## src/rtl/sys_ctrl_pkg.sv

```systemverilog
// Shared opcodes, state encodings and helpers for the burst-capable system controller.
package sys_ctrl_pkg;

    localparam logic [7:0] CMD_WR      = 8'hAA;
    localparam logic [7:0] CMD_RD      = 8'hBB;
    localparam logic [7:0] CMD_ALU_OP  = 8'hCC;
    localparam logic [7:0] CMD_ALU_NOP = 8'hDD;
    localparam logic [7:0] CMD_BURST   = 8'hEE;

    typedef enum logic [3:0] {
        IDLE,
        WR_ADDR,
        WR_DATA,
        RD_ADDR,
        RD_ISSUE,
        RD_WAIT,
        OPA,
        OPB,
        ALU_FUN_S,
        ALU_WAIT,
        ALU_PUSH_HI,
        BR_ADDR,
        BR_LEN,
        BR_ISSUE,
        BR_WAIT
    } cmd_state_t;

    typedef enum logic [1:0] {
        TX_IDLE,
        TX_WAIT_BUSY,
        TX_WAIT_DONE
    } tx_state_t;

    // States in which an incoming RX word is consumed rather than flagged as overrun.
    function automatic logic is_accepting(input cmd_state_t s);
        return (s inside {IDLE, WR_ADDR, WR_DATA, RD_ADDR, OPA, OPB, ALU_FUN_S, BR_ADDR, BR_LEN});
    endfunction

endpackage

```

## src/rtl/sys_ctrl_burst_resp_fifo.sv

```systemverilog
// Response FIFO: synchronous, first-word-fall-through, extra pointer bit separates full from empty.
module resp_fifo #(
    parameter int DW    = 8,
    parameter int DEPTH = 4
) (
    input  logic          clk,
    input  logic          srst,
    input  logic          push,
    input  logic [DW-1:0] push_data,
    input  logic          pop,
    output logic [DW-1:0] pop_data,
    output logic          full,
    output logic          empty
);

    localparam int PW = $clog2(DEPTH);

    logic [PW:0]   wr_ptr_reg;
    logic [PW:0]   rd_ptr_reg;
    logic [DW-1:0] mem [DEPTH];
    logic          do_push;
    logic          do_pop;

    assign empty   = (wr_ptr_reg == rd_ptr_reg);
    assign full    = (wr_ptr_reg[PW] != rd_ptr_reg[PW]) &&
                     (wr_ptr_reg[PW-1:0] == rd_ptr_reg[PW-1:0]);
    assign do_push = push && !full;
    assign do_pop  = pop && !empty;

    always_ff @(posedge clk) begin
        if (srst) begin
            wr_ptr_reg <= '0;
            rd_ptr_reg <= '0;
        end else begin
            if (do_push) begin
                wr_ptr_reg <= wr_ptr_reg + 1'b1;
            end
            if (do_pop) begin
                rd_ptr_reg <= rd_ptr_reg + 1'b1;
            end
        end
    end

    always_ff @(posedge clk) begin
        if (do_push) begin
            mem[wr_ptr_reg[PW-1:0]] <= push_data;
        end
    end

    // Head word is visible combinationally so the sender can register it on the pop cycle.
    assign pop_data = mem[rd_ptr_reg[PW-1:0]];

endmodule

```

## src/rtl/sys_ctrl_burst.sv

```systemverilog
// System controller: decodes UART command frames, drives register file and ALU, paces responses to TX.
module sys_ctrl_burst
    import sys_ctrl_pkg::*;
#(
    parameter int DW           = 8,
    parameter int AW           = 4,
    parameter int FIFO_DEPTH   = 4,
    parameter int BUSY_TIMEOUT = 64
) (
    input  logic            CLK,
    input  logic            RST,
    input  logic [DW-1:0]   RX_P_DATA,
    input  logic            RX_D_VLD,
    input  logic [2*DW-1:0] ALU_OUT,
    input  logic            OUT_Valid,
    input  logic [DW-1:0]   RdData,
    input  logic            RdData_Valid,
    input  logic            TX_OUT_Busy,
    output logic            ALU_EN,
    output logic [3:0]      ALU_FUN,
    output logic            CLK_EN,
    output logic [AW-1:0]   Address,
    output logic            WrEn,
    output logic            RdEn,
    output logic [DW-1:0]   WrData,
    output logic [DW-1:0]   TX_P_DATA,
    output logic            TX_D_VLD,
    output logic            CMD_ERR,
    output logic            RX_OVR
);

    localparam int TW = $clog2(BUSY_TIMEOUT + 1);

    cmd_state_t      state_reg;
    tx_state_t       tx_state_reg;

    logic            alu_en_reg;
    logic [3:0]      alu_fun_reg;
    logic            clk_en_reg;
    logic [AW-1:0]   address_reg;
    logic            wr_en_reg;
    logic            rd_en_reg;
    logic [DW-1:0]   wr_data_reg;
    logic            cmd_err_reg;
    logic            rx_ovr_reg;
    logic [AW-1:0]   addr_hold_reg;
    logic [AW-1:0]   burst_addr_reg;
    logic [DW-1:0]   len_reg;
    logic [2*DW-1:0] alu_res_reg;
    logic            lo_pending_reg;

    logic [DW-1:0]   tx_data_reg;
    logic            tx_vld_reg;
    logic [TW-1:0]   timer_reg;

    logic            push_en;
    logic [DW-1:0]   push_data;
    logic            pop_en;
    logic [DW-1:0]   pop_data;
    logic            fifo_full;
    logic            fifo_empty;

    resp_fifo #(
        .DW    (DW),
        .DEPTH (FIFO_DEPTH)
    ) u_resp_fifo (
        .clk       (CLK),
        .srst      (RST),
        .push      (push_en),
        .push_data (push_data),
        .pop       (pop_en),
        .pop_data  (pop_data),
        .full      (fifo_full),
        .empty     (fifo_empty)
    );

    // Response pushes: read data in either wait state, ALU low half then high half.
    always_comb begin
        push_en   = 1'b0;
        push_data = RdData;
        case (state_reg)
            RD_WAIT, BR_WAIT: begin
                push_en = RdData_Valid;
            end
            ALU_WAIT: begin
                push_en   = OUT_Valid && !fifo_full;
                push_data = ALU_OUT[DW-1:0];
            end
            ALU_PUSH_HI: begin
                push_en   = !fifo_full;
                push_data = lo_pending_reg ? alu_res_reg[DW-1:0] : alu_res_reg[2*DW-1:DW];
            end
            default: begin
            end
        endcase
    end

    always_ff @(posedge CLK) begin
        if (RST) begin
            state_reg      <= IDLE;
            alu_en_reg     <= 1'b0;
            alu_fun_reg    <= '0;
            clk_en_reg     <= 1'b0;
            address_reg    <= '0;
            wr_en_reg      <= 1'b0;
            rd_en_reg      <= 1'b0;
            wr_data_reg    <= '0;
            cmd_err_reg    <= 1'b0;
            rx_ovr_reg     <= 1'b0;
            addr_hold_reg  <= '0;
            burst_addr_reg <= '0;
            len_reg        <= '0;
            alu_res_reg    <= '0;
            lo_pending_reg <= 1'b0;
        end else begin
            alu_en_reg  <= 1'b0;
            wr_en_reg   <= 1'b0;
            rd_en_reg   <= 1'b0;
            cmd_err_reg <= 1'b0;
            rx_ovr_reg  <= RX_D_VLD && !is_accepting(state_reg);

            case (state_reg)
                IDLE: begin
                    if (RX_D_VLD) begin
                        case (RX_P_DATA[7:0])
                            CMD_WR:      state_reg <= WR_ADDR;
                            CMD_RD:      state_reg <= RD_ADDR;
                            CMD_ALU_OP:  state_reg <= OPA;
                            CMD_ALU_NOP: state_reg <= ALU_FUN_S;
                            CMD_BURST:   state_reg <= BR_ADDR;
                            default:     cmd_err_reg <= 1'b1;
                        endcase
                    end
                end
                WR_ADDR: begin
                    if (RX_D_VLD) begin
                        addr_hold_reg <= RX_P_DATA[AW-1:0];
                        state_reg     <= WR_DATA;
                    end
                end
                WR_DATA: begin
                    if (RX_D_VLD) begin
                        wr_en_reg   <= 1'b1;
                        address_reg <= addr_hold_reg;
                        wr_data_reg <= RX_P_DATA;
                        state_reg   <= IDLE;
                    end
                end
                RD_ADDR: begin
                    // Issue straight from the address word when there is room to land the reply.
                    if (RX_D_VLD) begin
                        address_reg <= RX_P_DATA[AW-1:0];
                        if (!fifo_full) begin
                            rd_en_reg <= 1'b1;
                            state_reg <= RD_WAIT;
                        end else begin
                            state_reg <= RD_ISSUE;
                        end
                    end
                end
                RD_ISSUE: begin
                    if (!fifo_full) begin
                        rd_en_reg <= 1'b1;
                        state_reg <= RD_WAIT;
                    end
                end
                RD_WAIT: begin
                    if (RdData_Valid) begin
                        state_reg <= IDLE;
                    end
                end
                OPA: begin
                    if (RX_D_VLD) begin
                        wr_en_reg   <= 1'b1;
                        address_reg <= '0;
                        wr_data_reg <= RX_P_DATA;
                        state_reg   <= OPB;
                    end
                end
                OPB: begin
                    if (RX_D_VLD) begin
                        wr_en_reg   <= 1'b1;
                        address_reg <= AW'(1);
                        wr_data_reg <= RX_P_DATA;
                        state_reg   <= ALU_FUN_S;
                    end
                end
                ALU_FUN_S: begin
                    if (RX_D_VLD) begin
                        alu_en_reg  <= 1'b1;
                        alu_fun_reg <= RX_P_DATA[3:0];
                        clk_en_reg  <= 1'b1;
                        state_reg   <= ALU_WAIT;
                    end
                end
                ALU_WAIT: begin
                    if (OUT_Valid) begin
                        clk_en_reg     <= 1'b0;
                        alu_res_reg    <= ALU_OUT;
                        lo_pending_reg <= fifo_full;
                        state_reg      <= ALU_PUSH_HI;
                    end
                end
                ALU_PUSH_HI: begin
                    if (!fifo_full) begin
                        if (lo_pending_reg) begin
                            lo_pending_reg <= 1'b0;
                        end else begin
                            state_reg <= IDLE;
                        end
                    end
                end
                BR_ADDR: begin
                    if (RX_D_VLD) begin
                        burst_addr_reg <= RX_P_DATA[AW-1:0];
                        state_reg      <= BR_LEN;
                    end
                end
                BR_LEN: begin
                    if (RX_D_VLD) begin
                        if (RX_P_DATA == '0) begin
                            cmd_err_reg <= 1'b1;
                            state_reg   <= IDLE;
                        end else begin
                            len_reg   <= RX_P_DATA;
                            state_reg <= BR_ISSUE;
                        end
                    end
                end
                BR_ISSUE: begin
                    if (!fifo_full) begin
                        rd_en_reg   <= 1'b1;
                        address_reg <= burst_addr_reg;
                        state_reg   <= BR_WAIT;
                    end
                end
                BR_WAIT: begin
                    // Address wraps naturally at AW bits.
                    if (RdData_Valid) begin
                        burst_addr_reg <= burst_addr_reg + 1'b1;
                        len_reg        <= len_reg - 1'b1;
                        state_reg      <= (len_reg == DW'(1)) ? IDLE : BR_ISSUE;
                    end
                end
                default: begin
                    state_reg <= IDLE;
                end
            endcase
        end
    end

    assign pop_en = (tx_state_reg == TX_IDLE) && !fifo_empty && !TX_OUT_Busy;

    always_ff @(posedge CLK) begin
        if (RST) begin
            tx_state_reg <= TX_IDLE;
            tx_data_reg  <= '0;
            tx_vld_reg   <= 1'b0;
            timer_reg    <= '0;
        end else begin
            tx_vld_reg <= 1'b0;
            case (tx_state_reg)
                TX_IDLE: begin
                    if (pop_en) begin
                        tx_data_reg  <= pop_data;
                        tx_vld_reg   <= 1'b1;
                        timer_reg    <= '0;
                        tx_state_reg <= TX_WAIT_BUSY;
                    end
                end
                TX_WAIT_BUSY: begin
                    // A transmitter that never acknowledges must not wedge the response path.
                    if (TX_OUT_Busy) begin
                        tx_state_reg <= TX_WAIT_DONE;
                    end else if (timer_reg == TW'(BUSY_TIMEOUT - 1)) begin
                        tx_state_reg <= TX_IDLE;
                    end else begin
                        timer_reg <= timer_reg + 1'b1;
                    end
                end
                TX_WAIT_DONE: begin
                    if (!TX_OUT_Busy) begin
                        tx_state_reg <= TX_IDLE;
                    end
                end
                default: begin
                    tx_state_reg <= TX_IDLE;
                end
            endcase
        end
    end

    assign ALU_EN    = alu_en_reg;
    assign ALU_FUN   = alu_fun_reg;
    assign CLK_EN    = clk_en_reg;
    assign Address   = address_reg;
    assign WrEn      = wr_en_reg;
    assign RdEn      = rd_en_reg;
    assign WrData    = wr_data_reg;
    assign TX_P_DATA = tx_data_reg;
    assign TX_D_VLD  = tx_vld_reg;
    assign CMD_ERR   = cmd_err_reg;
    assign RX_OVR    = rx_ovr_reg;

endmodule
```

## config.mk

```make
export PLATFORM = sky130hd
export DESIGN_NAME = sys_ctrl_burst
export DESIGN_NICKNAME = d
export VERILOG_FILES = /design/src/rtl/sys_ctrl_pkg.sv /design/src/rtl/sys_ctrl_burst_resp_fifo.sv /design/src/rtl/sys_ctrl_burst.sv
export SDC_FILE = /design/constraint.sdc
export NUM_CORES = 1
export LEC_CHECK = 0
export CAP_MARGIN = 20
export CORE_AREA = 2 2 143 117
export CTS_BUF_LIST = sky130_fd_sc_hd__clkbuf_4 sky130_fd_sc_hd__clkbuf_8
export CTS_CLUSTER_DIAMETER = 200
export DETAILED_ROUTE_END_ITERATION = 8
export DIE_AREA = 0 0 145 119
export GPL_TIMING_DRIVEN = 0
export PLACE_DENSITY = 0.53
export SYNTH_ARGS = -nofsm -noshare
export SYNTH_HDL_FRONTEND = slang
export SYNTH_SLANG_ARGS = --single-unit
```

## constraint.sdc

```tcl
create_clock -name CLK -period 5.3 [get_ports CLK]
set_input_delay 1.06 -clock CLK [delete_from_list [all_inputs] [get_ports CLK]]
set_output_delay 1.06 -clock CLK [all_outputs]
set_load 0.01 [all_outputs]
```

# Word level (Yosys, flattened, before mapping)
# Memories as Yosys holds them, arrays and structs flattened. A register that Yosys moved wholly into a read port is not among the register bits.
# Index checks and enable logic that the tools add are counted.
# classes
add_sub_neg	5
n_eq_ne	49
n_bitwise	3
n_reduce_logical	41
n_mux	62
# ops
cell	count
2-to-1 mux 4 bit	23
case mux 4 bit (15 select lines)	1
== test 8 bit (second input constant)	5
!= test 2 bit (second input constant)	20
case mux 4 bit (5 select lines)	2
2-to-1 mux 8 bit	4
case mux 8 bit (2 select lines)	2
== test 4 bit (second input constant)	7
2-to-1 mux 7 bit	3
AND reduction 17 bit	1
== test 4 x 3 -> 1 bit (second input constant)	4
2-to-1 mux 1 bit	15
case mux 7 bit (2 select lines)	1
AND reduction 3 bit	4
AND reduction 2 bit	5
nonzero test 2 bit	5
OR reduction 2 bit	5
nonzero test 9 bit	1
== test 4 x 2 -> 1 bit (second input constant)	2
== test 8 x 1 -> 1 bit (second input constant)	1
zero test 8 bit	1
2-to-1 mux 2 bit	4
case mux 1 bit (2 select lines)	4
case mux 4 bit (2 select lines)	1
other kinds (26)	39
# totals
mem_count	1
word_cells	181
register_bits	75
out_inout_bits	31
inputBits	38
mem_bits_rw	32
# mem_list
name	depth	width	rd	rd_clocked_by_memory_dff	wr	line_no	rtl
u_resp_fifo.mem	4	8	1	1	1	sys_ctrl_burst_resp_fifo.sv:20	logic [DW-1:0] mem [DEPTH];

# Depth between registers and ports, before layout
# Gate-level depths: netlist of the first run.
# logic_depth
depth_word	8
depth_mapped	8
mapped_depth_nobuf	6

# By module
# Synthesis of the first run repeated with hierarchy kept, for this count alone.
# unflattened
cells_unflattened	595
area_unflattened_um2	5640.4
# modules_own_cells
module	seq_area_each_um2	area_per_inst_um2	cells_per_inst	instances
sys_ctrl_burst	1541.5	3908.7	485	1
resp_fifo	1121.1	1731.7	110	1

# Worst setup path before layout of the first run
# No wires, ideal clock.
# synth_timing
path_kind	input to register
start	input port RX_P_DATA[2]
end	register state_reg[0]
setup_ns	0.125
setup_slack_ns	2.782
n_path_buf	2
stages	7
required_ns	5.175
arrival_time_ns	2.393
cell_sequence	buf_2 -> nor2_1 -> a22o_1 -> a211oi_1 -> or4_1 -> buf_2 -> mux2i_1
# synth_between
elab_chain_cells	4
elab_cells_between_ends	13
cone_classes	eq/ne: 6; mux: 5; reduce/logical: 2
# synth_lines
element	line_no	rtl
start, declared	sys_ctrl_burst.sv:12	input logic [DW-1:0] RX_P_DATA,
== test 8 bit or zero test 8 bit (tied branches)	sys_ctrl_burst.sv:125, sys_ctrl_burst.sv:221	
case mux 4 bit (5 select lines) or 2-to-1 mux 4 bit (tied branches)	sys_ctrl_burst.sv:125, sys_ctrl_burst.sv:221	
2-to-1 mux 4 bit, on equally long branches	sys_ctrl_burst.sv:124, sys_ctrl_burst.sv:220	
case mux 4 bit (15 select lines)	sys_ctrl_burst.sv:122	case (state_reg)
end signal, assigned	sys_ctrl_burst.sv:242	state_reg <= (len_reg == DW'(1)) ? IDLE : BR_ISSUE;
end, declared	sys_ctrl_burst.sv:34	cmd_state_t state_reg;
# Several ways; a longest one is shown, not always the timed one. The select of a mux whose other input is x is not followed.
# A chain may end at the register's enable or synchronous reset.

# Worst setup path in the final report of the first run
# layout_timing
start	input port RdData_Valid
end	memory u_resp_fifo.mem[3][1], enable pin
# layout_between
elab_chain_cells	4
# layout_lines
element	line_no	rtl
start, declared	sys_ctrl_burst.sv:17	input logic RdData_Valid,
case mux 1 bit (3 select lines)	sys_ctrl_burst.sv:81	case (state_reg)
logical AND 1 bit	sys_ctrl_burst_resp_fifo.sv:27	assign do_push = push && !full;
2-to-1 mux 1 bit	sys_ctrl_burst_resp_fifo.sv:45	if (do_push) begin
2-to-1 mux 1 bit (not written as such)	sys_ctrl_burst_resp_fifo.sv:46	mem[wr_ptr_reg[PW-1:0]] <= push_data;
end, declared	sys_ctrl_burst_resp_fifo.sv:20	
# Every way passes these cells.

==> results of run 1 <==
metal layers:
metal / wire length (um) / vias up / share of wire
met5: 0 / - / 0
met4: 86 / 0 / 0.0060
met3: 821 / 10 / 0.057
met2: 6330 / 111 / 0.44
met1: 7090 / 2151 / 0.50
li1: - / 2203 / -
worst max-delay path: stages:
cell and delay [ns]:
clkdlybuf4s50_1 0.59, nand2b_1 0.16, nor3b_1 0.24, o21ai_1 0.26, nor2_1 0.75
path summary, 6_finish.rpt:
path / end / slack (ns) / depth (start not counted) / from
worst max-delay path: u_resp_fifo.mem[3][1]$_DFFE_PP_ / 2.30 / 5 / RdData_Valid
worst min-delay path: timer_reg[6]$_SDFFE_PP0P_ / 0.45 / 2 / timer_reg[6]$_SDFFE_PP0P_
worst max register to register: u_resp_fifo.mem[3][1]$_DFFE_PP_ / 2.79 / 5 / state_reg[3]$_SDFFE_PP0P_
worst min register to register: timer_reg[6]$_SDFFE_PP0P_ / 0.45 / 2 / timer_reg[6]$_SDFFE_PP0P_
power breakdown:
group | switching (mW) | internal [mW]
sequential | 0.000509 | 0.902
clock | 0.398 | 0.573
combinational | 0.0461 | 0.0369
layout make-up:
type | instances | area share
buffer | 33 | 0.0220
clock buffer | 18 | 0.0355
clock inverter | 14 | 0.0332
inverter | 15 | 0.00827
multi-input combinational | 402 | 0.379
sequential | 115 | 0.385
tap | 220 | 0.0404
timing repair buffer | 66 | 0.0963
cell families after synthesis:
| family | after synthesis |
|---|---|
| fa+ha+maj | 9 |
| buf+inv | 48 |
| flops | 115 |
| compound gates | 115 |
| mux | 47 |
| xor+xnor | 16 |
| simple gates | 215 |
per-stage QoR:
stage                     hold WS [ns]  utilization  cells
final                            0.454        0.425    883
after global routing             0.480        0.425    883
after CTS                        0.453        0.425    882
after detailed placement         0.444        0.395    850
after global placement           0.438        0.395    850
after floorplan                  0.424            -    565
synth_stat cells (5+ instances only):
master	number
nor2_1	76
o21ai_0	24
dfxtp_1	83
mux2i_1	39
xor2_1	5
inv_1	14
mux4_2	8
edfxtp_1	32
buf_2	11
ha_1	9
nor3_1	8
o31ai_1	5
nand3_1	18
a21oi_1	38
and3_1	5
a211oi_1	7
nand2_1	68
and2_1	5
clkbuf_1	17
a221o_1	9
xnor2_1	11
a31oi_1	8
placed cells by master (no fill, tap or decap), types with 14 or more instances in the layout:
master           instances
dfxtp_1                 83
nor2_1                  76
nand2_1                 68
clkdlybuf4s50_1         65
mux2i_1                 39
a21oi_1                 38
edfxtp_1                32
o21ai_0                 24
nand3_1                 18
clkbuf_1                17
clkbuf_8                17
inv_1                   14
==> impl_metrics.tcl, run 1 <==
set metrics [dict create \
    worst_setup_path_end_kind "register" \
    synth_mux_area_frac 0.105 \
    status "finished, final reports clean" \
    busiest_layer "met2" \
    synth_compound_area_frac 0.138 \
    die_w_um 145 \
    max_freq_mhz 333 \
    yosysWarnings 0 \
    drt_iter0_drc 353 \
    antenna_found_initial 0 \
    grt_overflow 0 \
    min_period_ns 3.00 \
    port_buffers 65 \
    seq_area_um2 2620 \
    place_area_um2 6340 \
    antenna_left 0 \
    chipHeight_um 119 \
    area_growth_pct 25.8 \
    cap_violations 0 \
    critPathMaxFanout 8 \
    cts_resized 0 \
    cts_root_buf "clkbuf_8" \
    diodes 0 \
    synth_area_um2 5410 \
    multi_input_area_um2 2580 \
    stdcell_area_um2 6810 \
    nets 697 \
    synth_top_family_by_area "simple AND/OR/NAND/NOR gates" \
    rsz0062_at_grt "no" \
    ir_worst_vdd_v 0.000173 \
    clock_sinks 115 \
    largest_register_ff_count 32 \
    die_area_um2 17300 \
    post-cts-setup-buffer-count 0 \
    initial_core_util 0.338 \
    avgSynthCellArea_um2 9.58 \
    grt_use_total 0.171 \
    drive_gt1_frac 0.0980 \
    yosysSeqAreaShare 0.485 \
    synth-adder-area-share 0.0208 \
    grtUsageMet2 0.263 \
    leakagePower_nw 2.45 \
    cp.required_ns 5.37 \
    grt_pass1_wl_um 23100 \
    start_kind "primary input" \
    dr_total_vias 4475 \
    worstSetupPathType "primary input to register" \
    worstMarginPinSlew_ns 0.972 \
    setup_viol 0 \
    clk_path_buf_depth 2 \
    total_power_mw 1.96 \
    max_slew_margin 0.346 \
    hold_buffers 0 \
    drc_errors 0 \
    syn-num-nets 612 \
    use_met3 0.0506 \
    synth-xor-area-share 0.0259 \
    row_count 42 \
    final_max_slew_viol_count 0 \
    setup-tns-final_ns 0 \
    ys_ff_latch 115 \
    grt_pass1_vias 4332 \
    drt_pass1_iterations 5 \
    synth_ff_type "dfxtp_1" \
    grtUsageMet1 0.237 \
    synth_cell_types 61 \
    viasPerCell 5.07 \
    syn-instance-count 565 \
    cts_tree "done" \
    cts_buffers 17 \
    dp_hpwl_um 10300 \
    synthDominantCellAreaShare 0.307 \
    core_area_um2 16000 \
    hold_viol 0 \
    synth_area_leaders "dfxtp_1, edfxtp_1, mux2i_1, nor2_1, nand2_1" \
    avgRoutedWirePerCell_um 16.2 \
    gp_congestion 0.857 \
    fin_ws_ns 2.30 \
    yosys.area.top_type "dfxtp_1" \
    post-route-period-util 0.566 \
    wirelength_um 14300 \
    synth_simple_gate_area_frac 0.187 \
    grt_max_degree 17 \
    clkTransAtPathRegs_ns 0.07 \
    pre_cts_ws_ns 1.88 \
    fill_cells 1555 \
    h-tree-depth 4 \
    hold_path_class "register to register" \
    synth_enable_flop_cells 32 \
    async_flop_share 0 \
    powerDensity_nw_per_um2 287 \
    fin_worst_skew_ns 0.0117 \
    cp.arrival_ns 3.07 \
    clk_latency_ns 0.44 \
    io_pins 69 \
]
No activity file was read; power rests on OpenSTA's default activity.
==> run 2, diff against run 1 <==
- PLACE_DENSITY: 0.53 -> 0.55
- clock period: 5.3 -> 2.45 ns (I/O delays scaled with it)
==> impl_metrics.tcl, run 2 (synthesized netlist as in run 1, its figures left out) <==
set metrics [dict create \
    status "finished, final reports clean" \
    max_freq_mhz 449 \
    seq_area_um2 2620 \
    viasPerCell 5.13 \
    port_buffers 65 \
    h-tree-depth 4 \
    timing.critical_path.buf_inv 2 \
    setup_viol 0 \
    worstPathCellList "clkdlybuf4s50_1, and4_4, o211a_1, a211oi_1, or4_1, buf_2, mux2i_1" \
    placed_cells 850 \
    clk_latency_ns 0.44 \
    hold_viol 0 \
    area_growth_pct 25.7 \
    grt_pass1_vias 4288 \
    rsz0062_at_grt "no" \
    clkTransAtPathRegs_ns 0.08 \
    leakagePower_nw 2.44 \
    grt_overflow 0 \
    pre_cts_ws_ns -0.476 \
    final_max_slew_viol_count 0 \
    fin_ws_ns 0.221 \
    fin_worst_skew_ns 0.0133 \
    post-cts-setup-buffer-count 0 \
    row_count 42 \
    grt_use_total 0.168 \
    powerDensity_nw_per_um2 596 \
    cp.required_ns 2.80 \
    dp_hpwl_um 10300 \
    multi_input_area_um2 2620 \
    start_kind "primary input" \
    io_pins 69 \
    critPathMaxFanout 8 \
    fill_cells 1570 \
    cts_buffers 17 \
    drt_pass1_iterations 7 \
    slowest_delay_ns 0.66 \
    cts_tree "done" \
    hold_path_class "primary input to register" \
    initial_core_util 0.338 \
    drc_errors 0 \
    die_w_um 145 \
    whs_ns 0.436 \
    min_period_ns 2.23 \
    antenna_found_initial 0 \
    hold_buffers 0 \
    diodes 0 \
    wirelength_um 14400 \
    die_area_um2 17300 \
    final_common_cell "dfxtp_1" \
    dr_total_vias 4529 \
    antenna_left 0 \
    largest_register_ff_count 32 \
    grt_max_degree 17 \
    cap_violations 0 \
    cts_root_buf "clkbuf_8" \
    drive_gt1_frac 0.109 \
    drt_iter0_drc 299 \
    grt_pass1_wl_um 22700 \
    clk_path_buf_depth 2 \
    gp_congestion 0.865 \
    core_area_um2 16000 \
    critPathTopFamily "buffers and inverters" \
    ir_worst_vdd_v 0.000264 \
    worstMarginPinSlew_ns 1.11 \
    nets 696 \
    clock_sinks 115 \
    max_slew_margin 0.250 \
    worstSetupPathType "primary input to register" \
    final_cell_count_no_fill 882 \
    post-route-period-util 0.910 \
    slowest_stage "clkdlybuf4s50_1" \
    avgRoutedWirePerCell_um 16.3 \
    final_cell_mix "dfxtp_1, nor2_1, nand2_1" \
    cp.arrival_ns 2.58 \
    chipHeight_um 119 \
    worst_setup_path_end_kind "register" \
]
-- run 2: changes by cell type in the layout (fill, tap and decap cells not counted), moves of 2 or more --
cell / previous run / this run
clkbuf_4: 1 / 4
nor2_4: 0 / 4
clkinv_2: 0 / 2
o21ai_2: 0 / 2
clkinv_4: 5 / 0
o21ai_1: 3 / 1
clkbuf_8: 17 / 20
bufinv_16: 5 / 3
nor2_1: 76 / 72
-- run 2: path summary, 6_finish.rpt --
path / to / depth (start not counted) / startpoint / slack, ns
hold reg to reg: alu_res_reg[7]$_SDFFE_PP0P_ / 2 / alu_res_reg[7]$_SDFFE_PP0P_ / 0.46
setup reg to reg: timer_reg[0]$_SDFFE_PP0P_ / 6 / u_resp_fifo.rd_ptr_reg[1]$_SDFFE_PP0P_ / 0.23
setup / recovery: state_reg[1]$_SDFFE_PP0P_ / 7 / RX_P_DATA[3] / 0.22
hold / removal: WrData[2]$_SDFFE_PP0P_ / 3 / RX_P_DATA[2] / 0.44
-- run 2: where the power goes --
group          switching, mW  internal, mW  total, mW
Clock                  0.792          1.13       1.93
Sequential          0.000930          1.95       1.95
Combinational         0.0986        0.0795      0.178
Total                  0.892          3.17       4.06
-- run 2: worst reg2reg max path, cell delays in order (launching register included) --
cell     delay, ns
dfxtp_1       0.37
buf_2         0.29
xor2_1        0.15
nor4_1        0.81
nor2_1        0.21
xnor2_1       0.21
nor2_1        0.06
-- run 2: per-layer routing --
layer  vias up  track usage  wire length, um
met2       120        0.257             6470
met4         0       0.0569              199
met1      2193        0.233             7070
met3        14       0.0429              649
li1       2202            -                -
met5         -            0                0
-- run 2: through the flow --
| stage | power, mW | instance area [um^2] | utilization | TNS (ns) |
|---|---|---|---|---|
| floorplan | 2.07 | 5410 | - | 0 |
| global placement | 2.17 | 6340 | 0.395 | -16.97 |
| detailed placement | 2.17 | 6340 | 0.395 | -18.37 |
| CTS | 4.08 | 6770 | 0.422 | -1.55 |
| global route | 4.19 | 6810 | 0.425 | 0 |
| finish | 4.06 | 6810 | 0.425 | 0 |
-- run 2: layout make-up --
class | count | share of cell area
sequential | 115 | 0.385
multi-input combinational | 402 | 0.385
timing repair buffer | 65 | 0.0956
clock buffer | 24 | 0.0449
tap | 220 | 0.0404
buffer | 33 | 0.0222
clock inverter | 8 | 0.0180
inverter | 15 | 0.00827
-- run 2: repair_timing --
item	CTS	global route
resized for setup	0	12
pin swaps	0	0
endpoints found under the setup margin	24	43
